[config.mk]
export PLATFORM = sky130hd
export DESIGN_NAME = riscv_halt_monitor
export DESIGN_NICKNAME = d
export VERILOG_FILES = /design/src/rtl/riscv_sim_pkg.sv /design/src/rtl/riscv_sat_counter.sv /design/src/rtl/riscv_halt_monitor.sv
export SDC_FILE = /design/constraint.sdc
export NUM_CORES = 1
export LEC_CHECK = 0
export BUFFER_PORTS_ARGS = -buffer_cell sky130_fd_sc_hd__buf_2
export CAP_MARGIN = 25
export CORE_MARGIN = 5
export CORE_UTILIZATION = 35
export CTS_BUF_LIST = sky130_fd_sc_hd__clkbuf_8
export DETAILED_ROUTE_END_ITERATION = 16
export MAX_ROUTING_LAYER = met4
export PLACE_DENSITY_LB_ADDON = 0.12
export SLEW_MARGIN = 20
export SYNTH_ARGS = -nofsm -noshare
export SYNTH_HDL_FRONTEND = slang
export SYNTH_SLANG_ARGS = --single-unit
[constraint.sdc]
create_clock -name clk -period 6.1 [get_ports clk]
set_clock_uncertainty 0.2 [all_clocks]
set_input_delay 1.22 -clock clk [delete_from_list [all_inputs] [get_ports clk]]
set_output_delay 1.22 -clock clk [all_outputs]
set_load 0.01 [all_outputs]
[src/rtl/riscv_sim_pkg.sv]
// Shared types and constants for the RISC-V simulation support blocks
// (end-of-test mailbox monitor and its helpers).
package riscv_sim_pkg;

  // Monitor lifecycle: armed by enable, ends in one of three sticky verdicts.
  typedef enum logic [2:0] {
    IDLE    = 3'd0,
    RUN     = 3'd1,
    PASS    = 3'd2,
    FAIL    = 3'd3,
    TIMEOUT = 3'd4
  } halt_state_e;

  // Default byte address of the tohost mailbox word.
  localparam logic [31:0] TOHOST_ADDR_DEFAULT = 32'h0000_1000;

  // Mailbox value that signals a passing test.
  localparam logic [31:0] TOHOST_PASS = 32'h0000_0001;

  // Default watchdog budget in RUN cycles (0 disables the watchdog).
  localparam int unsigned CYCLE_LIMIT_DEFAULT = 64;

  // A full-word store to the mailbox address; partial stores never count.
  function automatic logic mailbox_hit(
    input logic        wr_en,
    input logic [31:0] addr,
    input logic [3:0]  be,
    input logic [31:0] tohost
  );
    return wr_en && (addr == tohost) && (be == 4'hF);
  endfunction

endpackage

[src/rtl/riscv_sat_counter.sv]
// Saturating up-counter: clears on clr, counts inc pulses while en is high,
// and sticks at all-ones instead of wrapping.
module riscv_sat_counter #(
  parameter int WIDTH = 32
) (
  input  logic             clk,
  input  logic             clr,
  input  logic             en,
  input  logic             inc,
  output logic [WIDTH-1:0] count
);

  localparam logic [WIDTH-1:0] MAX_COUNT = '1;

  // Count register: clear has priority, then a saturating increment.
  always_ff @(posedge clk) begin
    if (clr) begin
      count <= '0;
    end else if (en && inc && (count != MAX_COUNT)) begin
      count <= count + WIDTH'(1);
    end
  end

endmodule

[src/rtl/riscv_halt_monitor.sv]
// End-of-test monitor: watches the data-memory store bus for a verdict
// written to the tohost mailbox and runs a cycle-budget watchdog. It only
// observes the bus; it never stalls or otherwise affects the core.
//
// Bus semantics: the store port has no handshake. Every cycle with
// dmem_wr_en high is one accepted store (a valid with an implied ready of 1);
// the monitor samples it on that clock edge and never pushes back.
module riscv_halt_monitor
  import riscv_sim_pkg::*;
#(
  parameter logic [31:0] TOHOST_ADDR = TOHOST_ADDR_DEFAULT,
  parameter int unsigned CYCLE_LIMIT = CYCLE_LIMIT_DEFAULT
) (
  input  logic        clk,
  input  logic        reset_n,
  input  logic        enable,
  input  logic        dmem_wr_en,
  input  logic [31:0] dmem_addr,
  input  logic [3:0]  dmem_be,
  input  logic [31:0] dmem_wdata,
  input  logic        instr_retire,
  output logic        done,
  output logic        pass,
  output logic        fail,
  output logic        timeout,
  output logic [30:0] fail_code,
  output logic [31:0] cycle_count,
  output logic [31:0] retire_count,
  output halt_state_e dbg_state
);

  // Last RUN cycle before the watchdog fires; only meaningful when the
  // watchdog is enabled.
  localparam logic [31:0] LIMIT_LAST = 32'(CYCLE_LIMIT) - 32'd1;
  localparam logic        WDOG_ON    = (CYCLE_LIMIT != 0);

  halt_state_e state_q, state_d;
  logic [30:0] fail_code_q, fail_code_d;

  logic in_run;
  logic valid_wr;
  logic pass_wr;
  logic fail_wr;
  logic limit_hit;

  assign in_run   = (state_q == RUN);
  assign valid_wr = mailbox_hit(dmem_wr_en, dmem_addr, dmem_be, TOHOST_ADDR);

  // Bit 0 set marks a verdict; bit 0 clear is console traffic and is ignored.
  assign pass_wr   = valid_wr && (dmem_wdata == TOHOST_PASS);
  assign fail_wr   = valid_wr && dmem_wdata[0] && (dmem_wdata != TOHOST_PASS);
  assign limit_hit = WDOG_ON && (cycle_count == LIMIT_LAST);

  // Next-state and fail-code decode; a verdict write beats the watchdog.
  always_comb begin
    state_d     = state_q;
    fail_code_d = fail_code_q;
    case (state_q)
      IDLE: begin
        if (enable) begin
          state_d = RUN;
        end
      end
      RUN: begin
        if (pass_wr) begin
          state_d = PASS;
        end else if (fail_wr) begin
          state_d     = FAIL;
          fail_code_d = dmem_wdata[31:1];
        end else if (limit_hit) begin
          state_d = TIMEOUT;
        end
      end
      default: begin
        // PASS, FAIL and TIMEOUT hold until reset.
        state_d = state_q;
      end
    endcase
  end

  // State and fail-code registers with synchronous active-low reset.
  always_ff @(posedge clk) begin
    if (!reset_n) begin
      state_q     <= IDLE;
      fail_code_q <= '0;
    end else begin
      state_q     <= state_d;
      fail_code_q <= fail_code_d;
    end
  end

  // Cycle counter: one tick per RUN cycle, including the transition cycle.
  riscv_sat_counter #(
    .WIDTH (32)
  ) u_cycle_cnt (
    .clk   (clk),
    .clr   (~reset_n),
    .en    (in_run),
    .inc   (1'b1),
    .count (cycle_count)
  );

  // Retire counter: one tick per retired instruction seen in RUN.
  riscv_sat_counter #(
    .WIDTH (32)
  ) u_retire_cnt (
    .clk   (clk),
    .clr   (~reset_n),
    .en    (in_run),
    .inc   (instr_retire),
    .count (retire_count)
  );

  // Verdict flags decode straight from the state register.
  assign pass      = (state_q == PASS);
  assign fail      = (state_q == FAIL);
  assign timeout   = (state_q == TIMEOUT);
  assign done      = pass || fail || timeout;
  assign fail_code = fail_code_q;
  assign dbg_state = state_q;

endmodule

==> run metrics, run 1 <==
run status completed; post-synthesis xor/xnor area fraction 0.0237; warning count from the yosys run 0; Power per Cell Area between 150 and 200 nW/um^2; CP max stage cell or4_1; mux contribution to synthesized area 0.00625; CTS resizes 0; vias in the first global route ~5000; Post-CTS Setup Inserts 0; FFs w/ async S/R, synth 0; syn_nets 670; Hold Path Class register to register; Switching Fraction 0.243; Slew HR 0.436; CTS sink cnt 98; max-cap viol count 0; cell family with most CP delay simple AND/OR/NAND/NOR gates; post-synthesis compound-gate area fraction 0.200; Clk pwr share 0.340; Post-CTS Hold Fix Bufs 0; gr ovfl total 0; # DRC 0; vias per inst 5.58; Max Freq 308 MHz; RSZ-0062 raised after global routing false; hpwl dp approximately 11000 microns; top cell type's share of synthesized area 0.408; Buf/Inv on CP 1; sequential share of the synthesized area 0.408; P_int around 0.81 mW; Setup crit start kind input port; clk buf depth 2; Mapped Area 4810 sq um; CP max FO 31; #FFs+latches synth 98; Initial Util 0.360; die area approximately 16000 sq um; main combinational cell family by area after synthesis simple AND/OR/NAND/NOR gates; DIE HEIGHT between 100 and 150 microns; area grow syn2layout 24.1%; diode count 0; drt initial violations approximately 400; Lkg Pwr 2.29 nW; RD Place Congestion ~0.85; Crit. End Element register; final hold vios 0; number of library cell types mapped by synthesis 59; NetSw 0.259 mW; Mapped Cells roughly 600; synth cell count leaders 98 x dfxtp_1, 75 x a21oi_1, 60 x o21ai_0, 48 x nand3_1, 40 x nand2_1; Worst Tran Pin Value 845 ps; Core ar. 13300 sq um; Worst Path Arrival roughly 3300 ps; Max IR drop VDD about 110 uV; initial antenna violation count 0; Clock transition at path regs around 90 ps; Required @ worst endpoint between 6000 and 7000 ps; largest cells by area after synthesis dfxtp_1 41%, a21oi_1 7.8%, o21ai_0 6.2%; Total GRT Usage 0.190; largest net degree at the start of global routing 37; crit path cell chain buf_2, nor4b_1, nand4_1, or4_1, o21ai_0, a21oi_1; Slew Limit Fails 0; setup total negative slack 0 ps; layout cells sized above 1 0.280; Period minus WS final between 3000 and 4000 ps; H-tree depth 3; Ports 175; Die Width between 100 and 150 microns; Synth Area in Simple Gates 0.319; period utilization 0.532; dominant cell type by area after synthesis dfxtp_1; Comb power frac 0.055; nets between 800 and 900; adder-cell share of the synthesized area 0.00521; EDFF count, synth 0; num rows 42; first-pass GRT wire length 24700 microns; cell with the most instances after synthesis dfxtp_1; total wire length between 15000 and 20000 microns; Flop pwr share 0.605; WL per Instance 16.3 microns; clk root buf clkbuf_8; DRT Pass-1 Iters 4; Post-DRT Antenna Nets 0; PortBufs 174; # setup viols final 0; later-pin clock latency in the skew report approximately 380 ps; slowest stage delay, CP approximately 980 ps; syn avg cell area 8.08 sq um; WHS 273 ps; CTS tree yes; vias 5204; cts bufs inserted 9; top_reg_cell synth dfxtp_1; critical setup path kind input port to register
-- tightest hold or removal path, delay by kind of cell (launching register included) --
kind / cells / cell delay, ps
flops: 1 / 310
compound gates: 2 / 120
-- path summary, 6_finish.rpt --
kind	cells past startpoint	slack, ps	to	startpoint
hold / removal	2	270	fail_code[23]	fail_code[23]
setup / recovery	6	2850	fail_code[26]	dmem_addr[1]
setup reg to reg	4	3160	fail_code[26]	dbg_state[0]
hold reg to reg	2	270	fail_code[23]	fail_code[23]
-- metal layers --
layer	global-route usage	part of all wire
met2	0.319	0.49
met5	-	0
met4	0.0574	0.020
met1	0.225	0.43
met3	0.0488	0.061
-- stage by stage --
step	instances	util	power, mW	area (sq um)	setup WS (ps)
6_report	933	0.447	1.07	5960	2850
4_1_cts	933	0.447	1.09	5960	2860
2_1_floorplan	595	-	0.683	4810	3130
3_3_place_gp	917	0.435	0.719	5810	2550
5_1_grt	933	0.447	1.12	5960	2670
3_5_place_dp	918	0.435	0.720	5810	2440
-- layout by cell type, fill, tap and decap left out, drive strengths merged, types with 12 or more instances in the layout --
cell and n:
or4 15, o31ai 12, or3 27, nand2 40, nand3 49, inv 15
a21oi 75, nand4 36, buf 179, nor2 29, dfxtp 98, nor4 28
o21ai 62
-- final cells by class --
type | count | area (sq um)
Clock buffer | 9 | 124
Clock inverter | 6 | 27.5
Fill cell | 1396 | 7380
Inverter | 13 | 48.8
Multi-Input combinational cell | 452 | 2680
Sequential cell | 98 | 1960
Tap cell | 176 | 220
Timing Repair Buffer | 179 | 906
-- power by group through the flow --
stage	Clock [mW]	Combinational [mW]	Sequential (mW)
6_report	0.362	0.0588	0.646
4_1_cts	0.383	0.0596	0.646
5_1_grt	0.404	0.0654	0.646
3_5_place_dp	0	0.0594	0.661
2_1_floorplan	0	0.0224	0.660
3_3_place_gp	0	0.0583	0.661
-- cells by family after synthesis --
logic type,Yosys count
AND/OR/NAND/NOR,263
AO/OA/AOI/OAI,171
flip-flops,98
buffers and inverters,45
XOR/XNOR,13
multiplexers,3
adder cells (fa/ha/maj),2
-- sequential cells by signal (all words and copies together) (netlist names) --
| signal | flops |
|---|---|
| u_cycle_cnt.count | 32 |
| u_retire_cnt.count | 32 |
| fail_code | 31 |
| dbg_state | 3 |
Note: power is estimated with default switching activity, not from simulation.
==> run 2, diff against run 1 <==
==> constraint.sdc (replaced) <==
create_clock -name clk -period 2.61 [get_ports clk]
set_clock_uncertainty 0.2 [all_clocks]
set_input_delay 0.522 -clock clk [delete_from_list [all_inputs] [get_ports clk]]
set_output_delay 0.522 -clock clk [all_outputs]
set_load 0.01 [all_outputs]
==> run metrics, run 2 (synthesis gave the netlist of run 1 again) <==
first-pass GRT wire length 24800 microns (+0.45%); setup total negative slack 0 ps (unchanged); # DRC 0 (unchanged); Final Cell Area 6210 sq um (+4.1%); Setup crit start kind register; drt initial violations 443 (+9.7%); CTS tree yes; Switching Fraction 0.234 (-0.00899); commonest non-fill, non-tap cell in the layout buf_2; NetSw 0.652 mW (+150%); Core ar. 13300 sq um (unchanged); vias 5303 (+1.9%); CP max FO 31 (unchanged); Worst Path Arrival 2450 ps (-840 ps); Post-CTS Setup Inserts 0 (unchanged); num rows 42 (unchanged); Comb power frac 0.054 (about the same); fill count 1389 (-0.50%); Slew HR 0.533 (+0.0967); Initial Util 0.360 (unchanged); Required @ worst endpoint 2680 ps (-3470 ps); hpwl dp 11500 microns (+1.5%); diode count 0 (unchanged); CTS sink cnt 98 (unchanged); run status completed; Total GRT Usage 0.191 (+0.00150); vias per inst 5.56 (-0.24%); cts bufs inserted 9 (unchanged); Post-DRT Antenna Nets 0 (unchanged); RSZ-0062 raised after global routing false; clk buf depth 2 (unchanged); Clk pwr share 0.405 (+0.065); largest net degree at the start of global routing 44 (+19%); H-tree depth 3 (unchanged); Slew Limit Fails 0 (unchanged); die area 16200 sq um (unchanged); total wire length 15600 microns (+2.1%); Ports 175 (unchanged); gr ovfl total 0 (unchanged); area grow syn2layout 29.2%; # setup viols final 0 (unchanged); Crit. End Element register; DIE HEIGHT 127 microns (unchanged); Max Freq between 400 and 500 MHz; critical setup path kind register to register; PortBufs 174 (unchanged); Flop pwr share 0.541 (-0.064); layout cells sized above 1 0.301 (+0.0211); Period minus WS final about 2400 ps; period utilization 0.910; Power per Cell Area 448 nW/um^2 (+150%); Hold Path Class input port to register; clk root buf clkbuf_8; Max IR drop VDD 368 uV (+230%); Lkg Pwr 2.40 nW (+4.9%); vias in the first global route 4987 (-0.12%); max-cap viol count 0 (unchanged); WL per Instance 16.3 microns (about the same); Worst Tran Pin Value 691 ps (-154 ps); final hold vios 0 (unchanged); DRT Pass-1 Iters 5 (+1); Clock transition at path regs 100 ps (about the same); most frequent cells in the layout 174 x buf_2, 98 x dfxtp_1, 75 x a21oi_1; Die Width 127 microns (unchanged); CTS resizes 0 (unchanged); P_int 2.13 mW (+160%); RD Place Congestion 0.850 (+0.56%); later-pin clock latency in the skew report 380 ps (about the same); DP Area 5980 sq um (+2.9%); nets 847 (+2.3%); initial antenna violation count 0 (unchanged); Post-CTS Hold Fix Bufs 0 (unchanged)
[run 2: final timing paths]
path / startpoint / to / slack (ps) / cells past startpoint
setup reg to reg: dbg_state[0] / fail_code[23] / 240 / 5
hold / removal: dmem_wdata[11] / fail_code[10] / 200 / 3
setup / recovery: dbg_state[0] / fail_code[23] / 240 / 5
hold reg to reg: fail_code[2] / fail_code[2] / 280 / 2
[run 2: layout make-up]
type,instances,area (sq um),area share
Multi-Input combinational cell,452,2680,0.431
Clock inverter,6,90.1,0.0145
Clock buffer,10,138,0.0222
Sequential cell,98,1960,0.316
Inverter,13,48.8,0.00786
Tap cell,176,220,0.0355
Timing Repair Buffer,198,1080,0.173
[run 2: critical path, stage by stage, from the launching register on]
cell and delay, ps:
dfxtp_1 350, or3b_1 570, or4_1 580, buf_4 240, o21ai_0 220, a21oi_1 90
[run 2: through the flow]
stage / utilization / total power, mW / worst slack [ps] / hold slack [ps] / cells
final: 0.465 / 2.78 / 236 / 200 / 953
after global routing: 0.465 / 2.90 / 6.08 / 172 / 953
after detailed placement: 0.448 / 1.69 / 80.3 / 262 / 937
after global placement: 0.448 / 1.69 / 148 / 254 / 937
after floorplan: - / 1.60 / 312 / 294 / 595
after CTS: 0.465 / 2.82 / 229 / 174 / 953
[run 2: layer usage]
layer / track usage / vias to the layer above / part of all wire
met4: 0.0498 / 0 / 0.012
li1: - / 2612 / -
met5: - / - / 0
met3: 0.0513 / 16 / 0.066
met1: 0.231 / 2528 / 0.43
met2: 0.318 / 147 / 0.49
[run 2: power by group through the flow]
stage               Clock (mW)  Sequential [mW]  Combinational [mW]
CTS                       1.16             1.50               0.152
global route              1.23             1.51               0.167
finish                    1.13             1.50               0.151
floorplan                    0             1.54              0.0523
detailed placement           0             1.54               0.152
global placement             0             1.54               0.149
